--- src/rtl/fetch_stage_if.sv ---
// Fetch-stage bundle: hazard-unit controls, decode redirect, imem port and IF/ID outputs.
// The slave modport is the fetch stage; the master modport is whatever surrounds it.
interface fetch_stage_if;
  logic        stallF;
  logic        stallD;
  logic        flushD;
  logic        pcSrcD;
  logic [31:0] pcBranchD;
  logic [31:0] imemAddr;
  logic [31:0] imemRdata;
  logic [31:0] instrD;
  logic [31:0] pcPlus4D;
  logic        validD;
  logic        alignErr;

  modport slave (
    input  stallF, stallD, flushD, pcSrcD, pcBranchD, imemRdata,
    output imemAddr, instrD, pcPlus4D, validD, alignErr
  );

  modport master (
    output stallF, stallD, flushD, pcSrcD, pcBranchD, imemRdata,
    input  imemAddr, instrD, pcPlus4D, validD, alignErr
  );
endinterface

--- src/rtl/fetch_stage.sv ---
// Instruction fetch stage: PC register with stall/redirect, IF/ID pipeline register,
// and a sticky flag for misaligned branch targets.
module fetch_stage #(
  parameter logic [31:0] RESET_PC  = 32'h0000_0000,
  parameter logic [31:0] NOP_INSTR = 32'h0000_0000
) (
  input  logic          clk,
  input  logic          rst_n,
  fetch_stage_if.slave  fs
);

  logic [31:0] pc_q, pc_d;
  logic [31:0] pc_plus4;
  logic [31:0] instr_q, instr_d;
  logic [31:0] pcplus4_q, pcplus4_d;
  logic        valid_q, valid_d;
  logic        align_err_q, align_err_d;
  logic        target_aligned;
  logic        redirect_ok;
  logic        redirect_bad;

  assign pc_plus4       = pc_q + 32'd4;
  assign target_aligned = (fs.pcBranchD[1:0] == 2'b00);
  assign redirect_ok    = fs.pcSrcD && target_aligned;
  assign redirect_bad   = fs.pcSrcD && !target_aligned;

  // A redirect only takes effect when the PC is free to move, so a misaligned
  // target is flagged only on edges where the redirect would have been taken.
  always_comb begin
    pc_d        = pc_q;
    align_err_d = align_err_q;
    if (!fs.stallF) begin
      pc_d = redirect_ok ? fs.pcBranchD : pc_plus4;
      if (redirect_bad) begin
        align_err_d = 1'b1;
      end
    end
  end

  always_comb begin
    instr_d   = instr_q;
    pcplus4_d = pcplus4_q;
    valid_d   = valid_q;
    if (fs.flushD) begin
      instr_d   = NOP_INSTR;
      pcplus4_d = 32'h0;
      valid_d   = 1'b0;
    end else if (!fs.stallD) begin
      instr_d   = fs.imemRdata;
      pcplus4_d = pc_plus4;
      valid_d   = 1'b1;
    end
  end

  always_ff @(posedge clk) begin
    if (!rst_n) begin
      pc_q        <= RESET_PC;
      instr_q     <= NOP_INSTR;
      pcplus4_q   <= 32'h0;
      valid_q     <= 1'b0;
      align_err_q <= 1'b0;
    end else begin
      pc_q        <= pc_d;
      instr_q     <= instr_d;
      pcplus4_q   <= pcplus4_d;
      valid_q     <= valid_d;
      align_err_q <= align_err_d;
    end
  end

  assign fs.imemAddr = pc_q;
  assign fs.instrD   = instr_q;
  assign fs.pcPlus4D = pcplus4_q;
  assign fs.validD   = valid_q;
  assign fs.alignErr = align_err_q;

endmodule

--- src/flat_wrapper.sv ---
// flat-port wrapper written by rule: the top's interface ports become plain ports
module fetch_stage_flat 
#(
  parameter logic [31:0] RESET_PC  = 32'h0000_0000,
  parameter logic [31:0] NOP_INSTR = 32'h0000_0000
)
  (clk, rst_n, fs_stallF, fs_stallD, fs_flushD, fs_pcSrcD, fs_pcBranchD, fs_imemRdata, fs_imemAddr, fs_instrD, fs_pcPlus4D, fs_validD, fs_alignErr);
  fetch_stage_if fs_i ();
  input  logic clk;
  input  logic rst_n;
  input wire logic [$bits(fs_i.stallF)-1:0] fs_stallF;
  input wire logic [$bits(fs_i.stallD)-1:0] fs_stallD;
  input wire logic [$bits(fs_i.flushD)-1:0] fs_flushD;
  input wire logic [$bits(fs_i.pcSrcD)-1:0] fs_pcSrcD;
  input wire logic [$bits(fs_i.pcBranchD)-1:0] fs_pcBranchD;
  input wire logic [$bits(fs_i.imemRdata)-1:0] fs_imemRdata;
  output wire logic [$bits(fs_i.imemAddr)-1:0] fs_imemAddr;
  output wire logic [$bits(fs_i.instrD)-1:0] fs_instrD;
  output wire logic [$bits(fs_i.pcPlus4D)-1:0] fs_pcPlus4D;
  output wire logic [$bits(fs_i.validD)-1:0] fs_validD;
  output wire logic [$bits(fs_i.alignErr)-1:0] fs_alignErr;
  assign fs_i.stallF = fs_stallF;
  assign fs_i.stallD = fs_stallD;
  assign fs_i.flushD = fs_flushD;
  assign fs_i.pcSrcD = fs_pcSrcD;
  assign fs_i.pcBranchD = fs_pcBranchD;
  assign fs_i.imemRdata = fs_imemRdata;
  assign fs_imemAddr = fs_i.imemAddr;
  assign fs_instrD = fs_i.instrD;
  assign fs_pcPlus4D = fs_i.pcPlus4D;
  assign fs_validD = fs_i.validD;
  assign fs_alignErr = fs_i.alignErr;
  fetch_stage #(.RESET_PC(RESET_PC), .NOP_INSTR(NOP_INSTR)) u_core (.clk(clk), .rst_n(rst_n), .fs(fs_i));
endmodule
--- config.mk ---
export PLATFORM = sky130hd
export DESIGN_NAME = fetch_stage_flat
export DESIGN_NICKNAME = d
export VERILOG_FILES = /design/src/rtl/fetch_stage_if.sv /design/src/rtl/fetch_stage.sv /design/src/flat_wrapper.sv
export SDC_FILE = /design/constraint.sdc
export NUM_CORES = 1
export LEC_CHECK = 0
export BUFFER_PORTS_ARGS = -buffer_cell sky130_fd_sc_hd__buf_2
export CAP_MARGIN = 20
export CELL_PAD_IN_SITES_DETAIL_PLACEMENT = 1
export CELL_PAD_IN_SITES_GLOBAL_PLACEMENT = 1
export CORE_MARGIN = 8
export CORE_UTILIZATION = 25
export DETAILED_ROUTE_END_ITERATION = 16
export PLACE_DENSITY = 0.66
export SYNTH_ARGS = -nofsm -noshare
export SYNTH_HDL_FRONTEND = slang
export SYNTH_SLANG_ARGS = --single-unit
--- constraint.sdc ---
create_clock -name clk -period 6.6 [get_ports clk]
set_clock_uncertainty 0.15 [all_clocks]
set_input_delay 1.32 -clock clk [delete_from_list [all_inputs] [get_ports clk]]
set_output_delay 1.32 -clock clk [all_outputs]
set_load 0.05 [all_outputs]
### Word level (Yosys, flattened, before mapping)

Cells that the tools add are included.

| cells by class | value |
|---|---|
| add/subtract/negate cells | 1 |
| muxes and demuxes | 1 |
| bitwise logic cells | 2 |
| reductions and logical operators | 6 |

Operators with widths:

| operator | count |
|---|---|
| adder 32 x 3 -> 32 bit (second input constant) | 1 |
| 2-to-1 mux 32 bit | 1 |
| logical AND 1 bit | 2 |
| zero test 2 bit | 1 |
| inverter 1 bit | 2 |
| AND reduction 2 bit | 1 |
| OR reduction 2 bit | 1 |
| zero test 1 bit | 1 |

| word-level totals | value |
|---|---|
| flip-flop bits (word level) | 98 |
| bits of input ports | 70 |
| output and inout bits | 98 |
| word-level logic and storage cells | 15 |

### Logic depth before layout (Yosys ltp)

Gate-level depths: netlist of run 1.

| depth | value |
|---|---|
| depth in word-level cells | 4 |
| gate-level depth with buffers | 7 |
| mapped depth without buffers | 6 |

### Worst setup path before layout of run 1

Ideal clock, no wire load.

| path | value |
|---|---|
| path type | input port to flip-flop |
| start | in fs_pcBranchD[1] |
| end | reg u_core.pc_q[29] (netlist: u_core.fs.imemAddr[29]) |
| setup time | 0.117 ns |
| arrival | 2.588 ns |
| required time | 6.333 ns |
| setup slack | 3.745 ns |
| stages | 5 |
| path buffers | 2 |
| path through | nor3b_1 > clkbuf_1 > clkbuf_1 > o21ai_0 > a32o_1 |

| on the way | value |
|---|---|
| word-level cells in the longest chain between the ends | 3 |

Ends and longest elaborated chain:

| element | RTL line | text |
|---|---|---|
| start: declaration | flat_wrapper.sv:15 | `input wire logic [$bits(fs_i.pcBranchD)-1:0] fs_pcBranchD;` |
| zero test 2 bit | fetch_stage.sv:23 | `assign target_aligned = (fs.pcBranchD[1:0] == 2'b00);` |
| logical AND 1 bit | fetch_stage.sv:24 | `assign redirect_ok = fs.pcSrcD && target_aligned;` |
| 2-to-1 mux 32 bit | fetch_stage.sv:33 | `pc_d = redirect_ok ? fs.pcBranchD : pc_plus4;` |
| end signal: assignment | fetch_stage.sv:63 | `pc_q <= pc_d;` |
| end: declaration | fetch_stage.sv:12 | `logic [31:0] pc_q, pc_d;` |

No other way between the ends.
A chain may end at the register's enable or synchronous reset.

### Final worst setup path of run 1

| path | value |
|---|---|
| start | in rst_n |
| end | reg u_core.pcplus4_q[17] (netlist: u_core.fs.pcPlus4D[17]) |

| on the way | value |
|---|---|
| word-level cells in the longest chain between the ends | 2 |

Ends and longest elaborated chain:

| element | RTL line | text |
|---|---|---|
| start: declaration | flat_wrapper.sv:10 | `input logic rst_n;` |
| inverter 1 bit (no line) | n/a |  |
| OR reduction 2 bit (no line) | n/a |  |
| end signal: assignment | fetch_stage.sv:65 | `pcplus4_q <= pcplus4_d;` |
| end: declaration | fetch_stage.sv:15 | `logic [31:0] pcplus4_q, pcplus4_d;` |

No other way between the ends.

==> reports/results.txt, run 1 <==
Status: completed
# hold bufs at CTS: 0
Post-DR wirelength/cell: 18.5 microns
Via count: 4324
Netlist cell types: 56
Mapped Cells: 529
Crit path launch: rst_n
VDD IR max: 107 uV
Net Count, Synth: 600
I/O Buffers: 167
Vias per std cell: 4.78
Clock sinks: 98
Worst hold stages: 1
Worst EP arrival: 3.30 ns
Antenna-violating nets left: 0
Final slew viol count: 0
Share of post-route cells with drive strength above 1: 31.7%
Syn avg cell area: 8.91 sq um
Post-detail-place hpwl: 12.6 mm
Die height: 153 microns
Pleak: 2.71 nW
Minimum clock period: 3.15 ns
Mapped cell area: 4710 sq um
Core Region: 18600 sq um
Ant. Diodes: 0
First-pass GRT wire length: 25.8 mm
Nature of the critical path startpoint: input port
Postcts setup bufs: 0
Die X: 153 microns
Req. time, crit path: 6.75 ns
Nets: 737
GPL Wtd Cong: 0.752
Placed Area: 5630 sq um
Worst Tran Pin Value: 1.00 ns
Max_cap viols: 0
Row cnt: 50
FF/Latch Area: 1960 sq um
HP Class: reg2reg
RSZ-0062 raised after global routing: false
Global-route usage over all layers: 13.9%
FF+latch count, synth: 98
Post-synth ARST share: 0%
Min-Delay Startpoint: u_core.fs.validD
Clock slew seen by the registers of the worst setup and hold paths: 0.07 ns
Final setup vio count: 0
Worst R2R Path Depth: 6
Clk buf depth: 2
Leading cell type in the layout, fill and taps excluded: buf_2
CTS buffer count: 9
Initial antenna violation count: 0
Top cell type's share of synthesized area: 41.6%
Fin. Hold Viols: 0
Initial core utilization: 25.4%
Register area share after synthesis: 41.6%
H-tree levels: 3
Slew margin rel.: 33.1%
Commonest cells after routing, fill and taps aside: buf_2, dfxtp_1, nor2_1, nand2_1, mux2i_1
Initial drt markers: 204
Worst r2r src: u_core.fs.imemAddr[2]
Worst-path fanout max: 35
DR DRC count: 0
Final wirelength: 16.8 mm
CTS root buf: clkbuf_16
Largest net degree at the start of global routing: 60
Area of the multi-input gates: 2490 sq um
CTS tree: yes
YS warnings: 0
Grt ovf: 0
CTS resizes: 0
Die Footprint: 23500 sq um
Final instance area: 5960 sq um
Ports: 168
Fill cells: 2238
Syn-to-layout area delta: 26.6%
Critical Path End Type: register
Worst hold slack: 0.309 ns
Number of synthesized flops with an enable pin: 0
Vias in the first global route: 4387
Fin crit share: 47.7%
PwrDens: 231 nW/um^2
Detailed Routing Iterations Pass 1: 4
Worst-Skew Late Latency: 0.35 ns
Most used DFF post-synth: dfxtp_1
Sum of negative setup slack: 0 ns
Yosys top cell by area: dfxtp_1
Max Fclk: 0.318 GHz
CP Class: in2reg
Top cells by area, synth: dfxtp_1, mux2i_1, nor2_1
stage by stage:
stage          power, mW  util [%]  setup WS (ns)  instances
4_1_cts             1.40      31.9           3.41        904
5_1_grt             1.43      32.1           3.29        905
6_report            1.38      32.1           3.45        905
3_5_place_dp       0.837      30.3           3.03        888
3_3_place_gp       0.835      30.3           3.03        888
2_1_floorplan      0.774         -           3.74        529
flip-flops by register name (all words and copies together) (netlist names):
register,count
u_core.fs.instrD,32
u_core.fs.imemAddr,32
u_core.fs.validD,1
u_core.fs.pcPlus4D,32
u_core.fs.alignErr,1
worst max-delay path: stages:
cell,delay (ns)
buf_2,0.53
inv_1,0.31
nor2_1,0.67
o21ai_0,0.19
o21ba_2,0.27
cell usage after synthesis (3+ instances only):
| cell type | n |
|---|---|
| clkbuf_8 | 5 |
| buf_1 | 6 |
| nor4_4 | 4 |
| buf_4 | 5 |
| clkbuf_1 | 26 |
| o211ai_1 | 3 |
| a21oi_1 | 28 |
| nand3_1 | 16 |
| o31a_1 | 6 |
| and3_1 | 5 |
| o22ai_1 | 7 |
| nor3b_1 | 3 |
| nand4_1 | 8 |
| o21a_1 | 4 |
| dfxtp_1 | 98 |
| nor2_1 | 68 |
| nor3_1 | 10 |
| a211oi_1 | 6 |
| a21boi_0 | 4 |
| nand2_1 | 44 |
| inv_1 | 6 |
| nor4_1 | 3 |
| o211a_1 | 4 |
| and2_1 | 7 |
| a22o_1 | 5 |
| o21ba_2 | 5 |
| buf_2 | 3 |
| xor2_1 | 12 |
| and4_1 | 4 |
| o21ai_0 | 29 |
| xnor2_1 | 16 |
| mux2i_1 | 43 |
logic make-up (layout without fill, tap and decap cells):
logic type      Yosys count  after routing  share of synthesized area, %
mux                      43             43                          9.14
flops                    98             98                          41.6
xor+xnor                 28             28                          5.21
simple gates            190            190                          21.5
fa+ha+maj                 1              1                         0.266
buf+inv                  52            194                          5.68
compound gates          117            117                          16.5
final timing paths:
path                            end  slack [ns]
max          u_core.fs.pcPlus4D[17]        3.45
min                u_core.fs.validD        0.31
max reg2reg  u_core.fs.imemAddr[24]        3.92
min reg2reg        u_core.fs.validD        0.31
layout make-up:
type	instances	area share [%]
multi-input cells	379	41.7
flip-flops and latches	98	32.9
repair buffers	171	14.9
well taps	234	4.91
clock buffers	9	3.78
clock inverters	7	1.38
inverters	7	0.441
power by group:
group	leakage (nW)	total [mW]	switching, mW	internal [mW]
clock network	0.145	0.556	0.256	0.300
logic	1.76	0.194	0.134	0.0601
registers	0.797	0.628	0.0187	0.609
routing by layer:
| metal | wire, microns | track usage (%) | up-vias |
|---|---|---|---|
| li1 | - | - | 2145 |
| met1 | 8160 | 18.3 | 2031 |
| met2 | 7340 | 21.7 | 138 |
| met3 | 1100 | 4.20 | 10 |
| met4 | 169 | 3.86 | 0 |
| met5 | 0 | 0 | - |
No activity file was read; power rests on OpenSTA's default activity.
==> run 2, diff against run 1 <==
Clock period 6.6 ns to 2.9 ns, I/O delays scaled along.
==> run 2 against run 1 <==
- global-route usage increased by 0.45 points
- sequential power increased by 130%
- clock power increased by 130%
- sequential cell count unchanged
- worst hold slack got worse by 0.0028 ns
- first-iteration DRC count increased by 20%
- routed wire length increased by 1.3%
- utilization increased by 0.36 points
- worst setup slack got worse by 2.9 ns
- register-to-register slack got worse by 3.4 ns
- largest cell class unchanged
==> reports/results.txt, run 2 (synthesis results as in run 1) <==
Initial antenna violation count: 1 (was 0)
Vias per std cell: 4.80 (was 4.78)
Max Fclk: 0.426 GHz
Fin. Hold Viols: 0 (unchanged)
HP Class: reg2reg (unchanged)
I/O Buffers: 167 (unchanged)
Max_cap viols: 0 (unchanged)
Row cnt: 50 (unchanged)
Largest net degree at the start of global routing: 60 (unchanged)
Die height: 153 microns (unchanged)
First-pass GRT wire length: 26.6 mm (was 25.8 mm)
Critical Path End Type: register (unchanged)
CTS tree: yes (unchanged)
Clock slew seen by the registers of the worst setup and hold paths: 0.07 ns (about the same)
VDD IR max: 267 uV (was 107 uV)
Grt ovf: 0 (unchanged)
Share of post-route cells with drive strength above 1: 32.3% (was 31.7%)
Die X: 153 microns (unchanged)
Area of the multi-input gates: 2490 sq um (unchanged)
Syn-to-layout area delta: 28.0% (was 26.6%)
GPL Wtd Cong: 0.781 (was 0.752)
Via count: 4379 (was 4324)
Worst-Skew Late Latency: 0.36 ns (was 0.35 ns)
Sum of negative setup slack: 0 ns (unchanged)
RSZ-0062 raised after global routing: false (unchanged)
Final wirelength: 17.0 mm (was 16.8 mm)
Minimum clock period: 2.35 ns
Worst-path fanout max: 8 (was 35)
Worst Tran Pin Value: 0.779 ns (was 1.00 ns)
Req. time, crit path: 3.00 ns (was 6.75 ns)
Postcts setup bufs: 0 (unchanged)
CTS buffer count: 9 (unchanged)
CP dominant cell by count: nand3_1
DR DRC count: 0 (unchanged)
Slew margin rel.: 48.1% (was 33.1%)
Antenna-violating nets left: 0 (unchanged)
Core Region: 18600 sq um (unchanged)
CP bufs+invs: 0 (was 2)
Fill cells: 2230 (was 2238)
Clk buf depth: 2 (unchanged)
CP Cell Sequence: ha_1, nand3_1, nor4_4, nand3_1, and3_1, o31a_1 (was buf_2, inv_1, nor2_1, o21ai_0, o21ba_2)
Detailed Routing Iterations Pass 1: 4 (unchanged)
Global-route usage over all layers: 14.4% (was 13.9%)
Crit path max-delay family: simple AND/OR/NAND/NOR gates (was buffers and inverters)
Fin crit share: 80.9%
Worst EP arrival: 2.45 ns (was 3.30 ns)
Final slew viol count: 0 (unchanged)
CP peak stage delay: 0.46 ns (was 0.67 ns)
CTS root buf: clkbuf_16 (unchanged)
Initial core utilization: 25.4% (unchanged)
Nets: 745 (was 737)
Initial drt markers: 244 (was 204)
Final setup vio count: 0 (unchanged)
Post-detail-place hpwl: 13.1 mm (was 12.6 mm)
Leading cell type in the layout, fill and taps excluded: buf_2 (unchanged)
H-tree levels: 3 (unchanged)
Die Footprint: 23500 sq um (unchanged)
Pwr Total: 3.17 mW (was 1.38 mW)
CP Class: reg2reg (was in2reg)
Vias in the first global route: 4460 (was 4387)
PwrDens: 526 nW/um^2 (was 231 nW/um^2)
# hold bufs at CTS: 0 (unchanged)
Nature of the critical path startpoint: register (was input port)
FF/Latch Area: 1960 sq um (unchanged)
CTS resizes: 0 (unchanged)
Crit-path slowest cell: dfxtp_1 (was nor2_1)
Ports: 168 (unchanged)
Clock sinks: 98 (unchanged)
Post-DR wirelength/cell: 18.6 microns (was 18.5 microns)
Commonest cells after routing, fill and taps aside: buf_2, dfxtp_1, nor2_1, nand2_1, mux2i_1 (unchanged)
Pleak: 2.74 nW (was 2.71 nW)
Ant. Diodes: 0 (unchanged)
Status: completed (unchanged)
-- run 2: changes by cell type in the layout (fill, tap and decap cells not counted), sizes merged --
cell	change
buf	+8
bufinv	+1
inv	-3
clkbuf	+1
-- run 2: routing by layer --
metal	share of wire [%]	GRT usage, %	vias up
li1	-	-	2161
met4	0.92	3.82	2
met2	44	22.3	140
met5	0.047	0	-
met3	6.7	4.65	12
met1	48	18.8	2064
-- run 2: per-stage QoR --
stage | hold WS (ns) | std cells | setup slack (ns) | utilization [%] | instance area, sq um
after floorplan | 0.293 | 529 | 0.387 | - | 4710
after global placement | 0.282 | 897 | 0.607 | 30.8 | 5720
after detailed placement | 0.295 | 897 | 0.538 | 30.8 | 5720
after CTS | 0.298 | 912 | 0.530 | 32.5 | 6030
after global routing | 0.310 | 912 | 0.338 | 32.5 | 6030
final | 0.306 | 912 | 0.554 | 32.5 | 6030
-- run 2: worst paths after layout --
kind                                 end             startpoint  depth (start not counted)  slack [ns]
setup / recovery  u_core.fs.imemAddr[24]  u_core.fs.imemAddr[2]                          6        0.55
hold / removal          u_core.fs.validD       u_core.fs.validD                          1        0.31
setup reg to reg  u_core.fs.imemAddr[24]  u_core.fs.imemAddr[2]                          6        0.55
hold reg to reg         u_core.fs.validD       u_core.fs.validD                          1        0.31
-- run 2: where the power goes --
| group | internal, mW | leakage (nW) | switching (mW) |
|---|---|---|---|
| clock network | 0.751 | 0.145 | 0.539 |
| logic | 0.143 | 1.80 | 0.313 |
| registers | 1.39 | 0.797 | 0.0402 |
| total | 2.28 | 2.74 | 0.892 |
-- run 2: area by class of cell --
cell class	count	share of cell area, %
Multi-Input combinational cell	379	41.3
Sequential cell	98	32.5
Clock inverter	5	1.33
Tap cell	234	4.86
Timing Repair Buffer	179	15.8
Inverter	7	0.436
Clock buffer	10	3.80
==> run 3, diff against run 2 <==
Clock period 2.9 ns to 2.43 ns, I/O delays scaled along.
==> run 3 against run 2 <==
- final area grew 2.6%
- worst setup slack lost 0.40 ns
- combinational power grew 24%
- non-clock buffer count grew 18
- critical path depth is the same
- clock-buffer cell count is the same
- sequential cell count is the same
- fmax grew 3.1%
- die area is the same
- clock power grew 23%
- sequential share of layout area shrank 0.78 points
- worst hold slack lost 0.092 ns
- critical endpoint is now u_core.fs.imemAddr[30]
==> reports/results.txt, run 3 (synthesis results as in run 1) <==
Global-route usage over all layers: 14.8% (was 14.4%)
Nature of the critical path startpoint: register (unchanged)
Critical Path End Type: register (unchanged)
Post-DR wirelength/cell: 18.9 microns (was 18.6 microns)
Req. time, crit path: 2.52 ns (was 3.00 ns)
RSZ-0062 raised after global routing: false (unchanged)
PwrDens: 622 nW/um^2 (was 526 nW/um^2)
CTS root buf: clkbuf_16 (unchanged)
Nets: 763 (was 745)
Vias per std cell: 4.87 (was 4.80)
CTS tree: yes (unchanged)
Initial core utilization: 25.4% (unchanged)
Commonest cells after routing, fill and taps aside: buf_2, dfxtp_1, nor2_1, nand2_1, mux2i_1 (unchanged)
Final WS setup: 0.154 ns (was 0.554 ns)
Ports: 168 (unchanged)
Final slew viol count: 0 (unchanged)
Antenna-violating nets left: 0 (unchanged)
Initial drt markers: 188 (was 244)
Max Fclk: 0.439 GHz (was 0.426 GHz)
GPL Wtd Cong: 0.817 (was 0.781)
Final wirelength: 17.6 mm (was 17.0 mm)
Dpl ws: 0.241 ns (was 0.538 ns)
Worst-path fanout max: 8 (unchanged)
# hold bufs at CTS: 0 (unchanged)
WHS Endpoint: u_core.fs.instrD[7] (was u_core.fs.validD)
Pwr Total: 3.85 mW (was 3.17 mW)
Postcts setup bufs: 0 (unchanged)
Die height: 153 microns (unchanged)
CTS buffer count: 9 (unchanged)
Syn-to-layout area delta: 31.3% (was 28.0%)
Post-detail-place hpwl: 13.4 mm (was 13.1 mm)
Max_cap viols: 0 (unchanged)
Die Footprint: 23500 sq um (unchanged)
Vias in the first global route: 4570 (was 4460)
HP Class: in2reg (was reg2reg)
Via count: 4530 (was 4379)
First-pass GRT wire length: 27.2 mm (was 26.6 mm)
Clock sinks: 98 (unchanged)
CTS resizes: 0 (unchanged)
Worst Tran Pin Value: 0.611 ns (was 0.779 ns)
Util after Layout: 33.3% (was 32.5%)
Share of post-route cells with drive strength above 1: 34.6% (was 32.3%)
Largest net degree at the start of global routing: 60 (unchanged)
Clock slew seen by the registers of the worst setup and hold paths: 0.07 ns (about the same)
Status: completed (unchanged)
Detailed Routing Iterations Pass 1: 4 (unchanged)
Row cnt: 50 (unchanged)
Fin crit share: 93.7% (was 80.9%)
Worst hold stages: 3 (was 1)
Final setup vio count: 0 (unchanged)
VDD IR max: 319 uV (was 267 uV)
R2R setup slack: 0.15 ns (was 0.55 ns)
Worst EP arrival: 2.37 ns (was 2.45 ns)
Slew margin rel.: 59.2% (was 48.1%)
Grt ovf: 0 (unchanged)
DR DRC count: 0 (unchanged)
R2r endpoint: u_core.fs.imemAddr[30] (was u_core.fs.imemAddr[24])
CP Class: reg2reg (unchanged)
Core Region: 18600 sq um (unchanged)
Worst R2R Path Depth: 6 (unchanged)
Ant. Diodes: 0 (unchanged)
Clk buf depth: 2 (unchanged)
Min-Delay Startpoint: fs_imemRdata[7] (was u_core.fs.validD)
I/O Buffers: 167 (unchanged)
Leading cell type in the layout, fill and taps excluded: buf_2 (unchanged)
Worst-Skew Late Latency: 0.35 ns (was 0.36 ns)
Sum of negative setup slack: 0 ns (unchanged)
Minimum clock period: 2.28 ns (was 2.35 ns)
Initial antenna violation count: 0 (was 1)
Fin. Hold Viols: 0 (unchanged)
H-tree levels: 3 (unchanged)
Worst r2r src: u_core.fs.imemAddr[2] (unchanged)
Die X: 153 microns (unchanged)
Pleak: 2.86 nW (was 2.74 nW)
## run 3: how the worst max path moves through the flow
| stage | cells after the start | end | startpoint |
|---|---|---|---|
| after global placement | 5 | u_core.fs.imemAddr[23] | u_core.fs.imemAddr[5] |
| final | 6 | u_core.fs.imemAddr[30] | u_core.fs.imemAddr[2] |
| after floorplan | 6 | u_core.fs.imemAddr[21] | u_core.fs.imemAddr[10] |
| after global routing | 5 | u_core.fs.imemAddr[31] | u_core.fs.imemAddr[7] |
| after detailed placement | 6 | u_core.fs.imemAddr[24] | u_core.fs.imemAddr[2] |
| after CTS | 6 | u_core.fs.imemAddr[30] | u_core.fs.imemAddr[2] |
## run 3: report_power, final
part           switching [mW]  leakage (nW)  internal, mW
Clock                   0.654         0.163         0.933
Combinational           0.386          1.90         0.180
Sequential             0.0416         0.797          1.65
Total                    1.08          2.86          2.77
## run 3: through the flow
step	area, sq um	hold slack [ns]	instances
CTS	6180	0.200	931
global route	6180	0.209	931
floorplan	4710	0.293	529
finish	6180	0.214	931
detailed placement	5860	0.298	915
global placement	5860	0.283	915
## run 3: cell type report
type | instances | area, sq um
Tap cell | 234 | 293
Clock buffer | 10 | 239
Fill cell | 2226 | 12400
Timing Repair Buffer | 197 | 1090
Multi-Input combinational cell | 379 | 2490
Clock inverter | 6 | 87.6
Sequential cell | 98 | 1960
Inverter | 7 | 26.3
## run 3: metal layers
layer	track usage [%]	up-vias	share of wire [%]	wire, microns
met4	4.24	0	1.1	189
met1	18.8	2158	45	7860
met3	4.20	13	8.0	1410
met5	0	-	0	0
met2	23.9	159	46	8110
li1	-	2200	-	-
## run 3: worst max-delay path, stage by stage, from the launching register on
cell and delay, ns:
dfxtp_2 0.41, ha_1 0.27, and3_2 0.29, nand4_2 0.23, nor4_4 0.36, o21ai_0 0.18
a32o_1 0.29
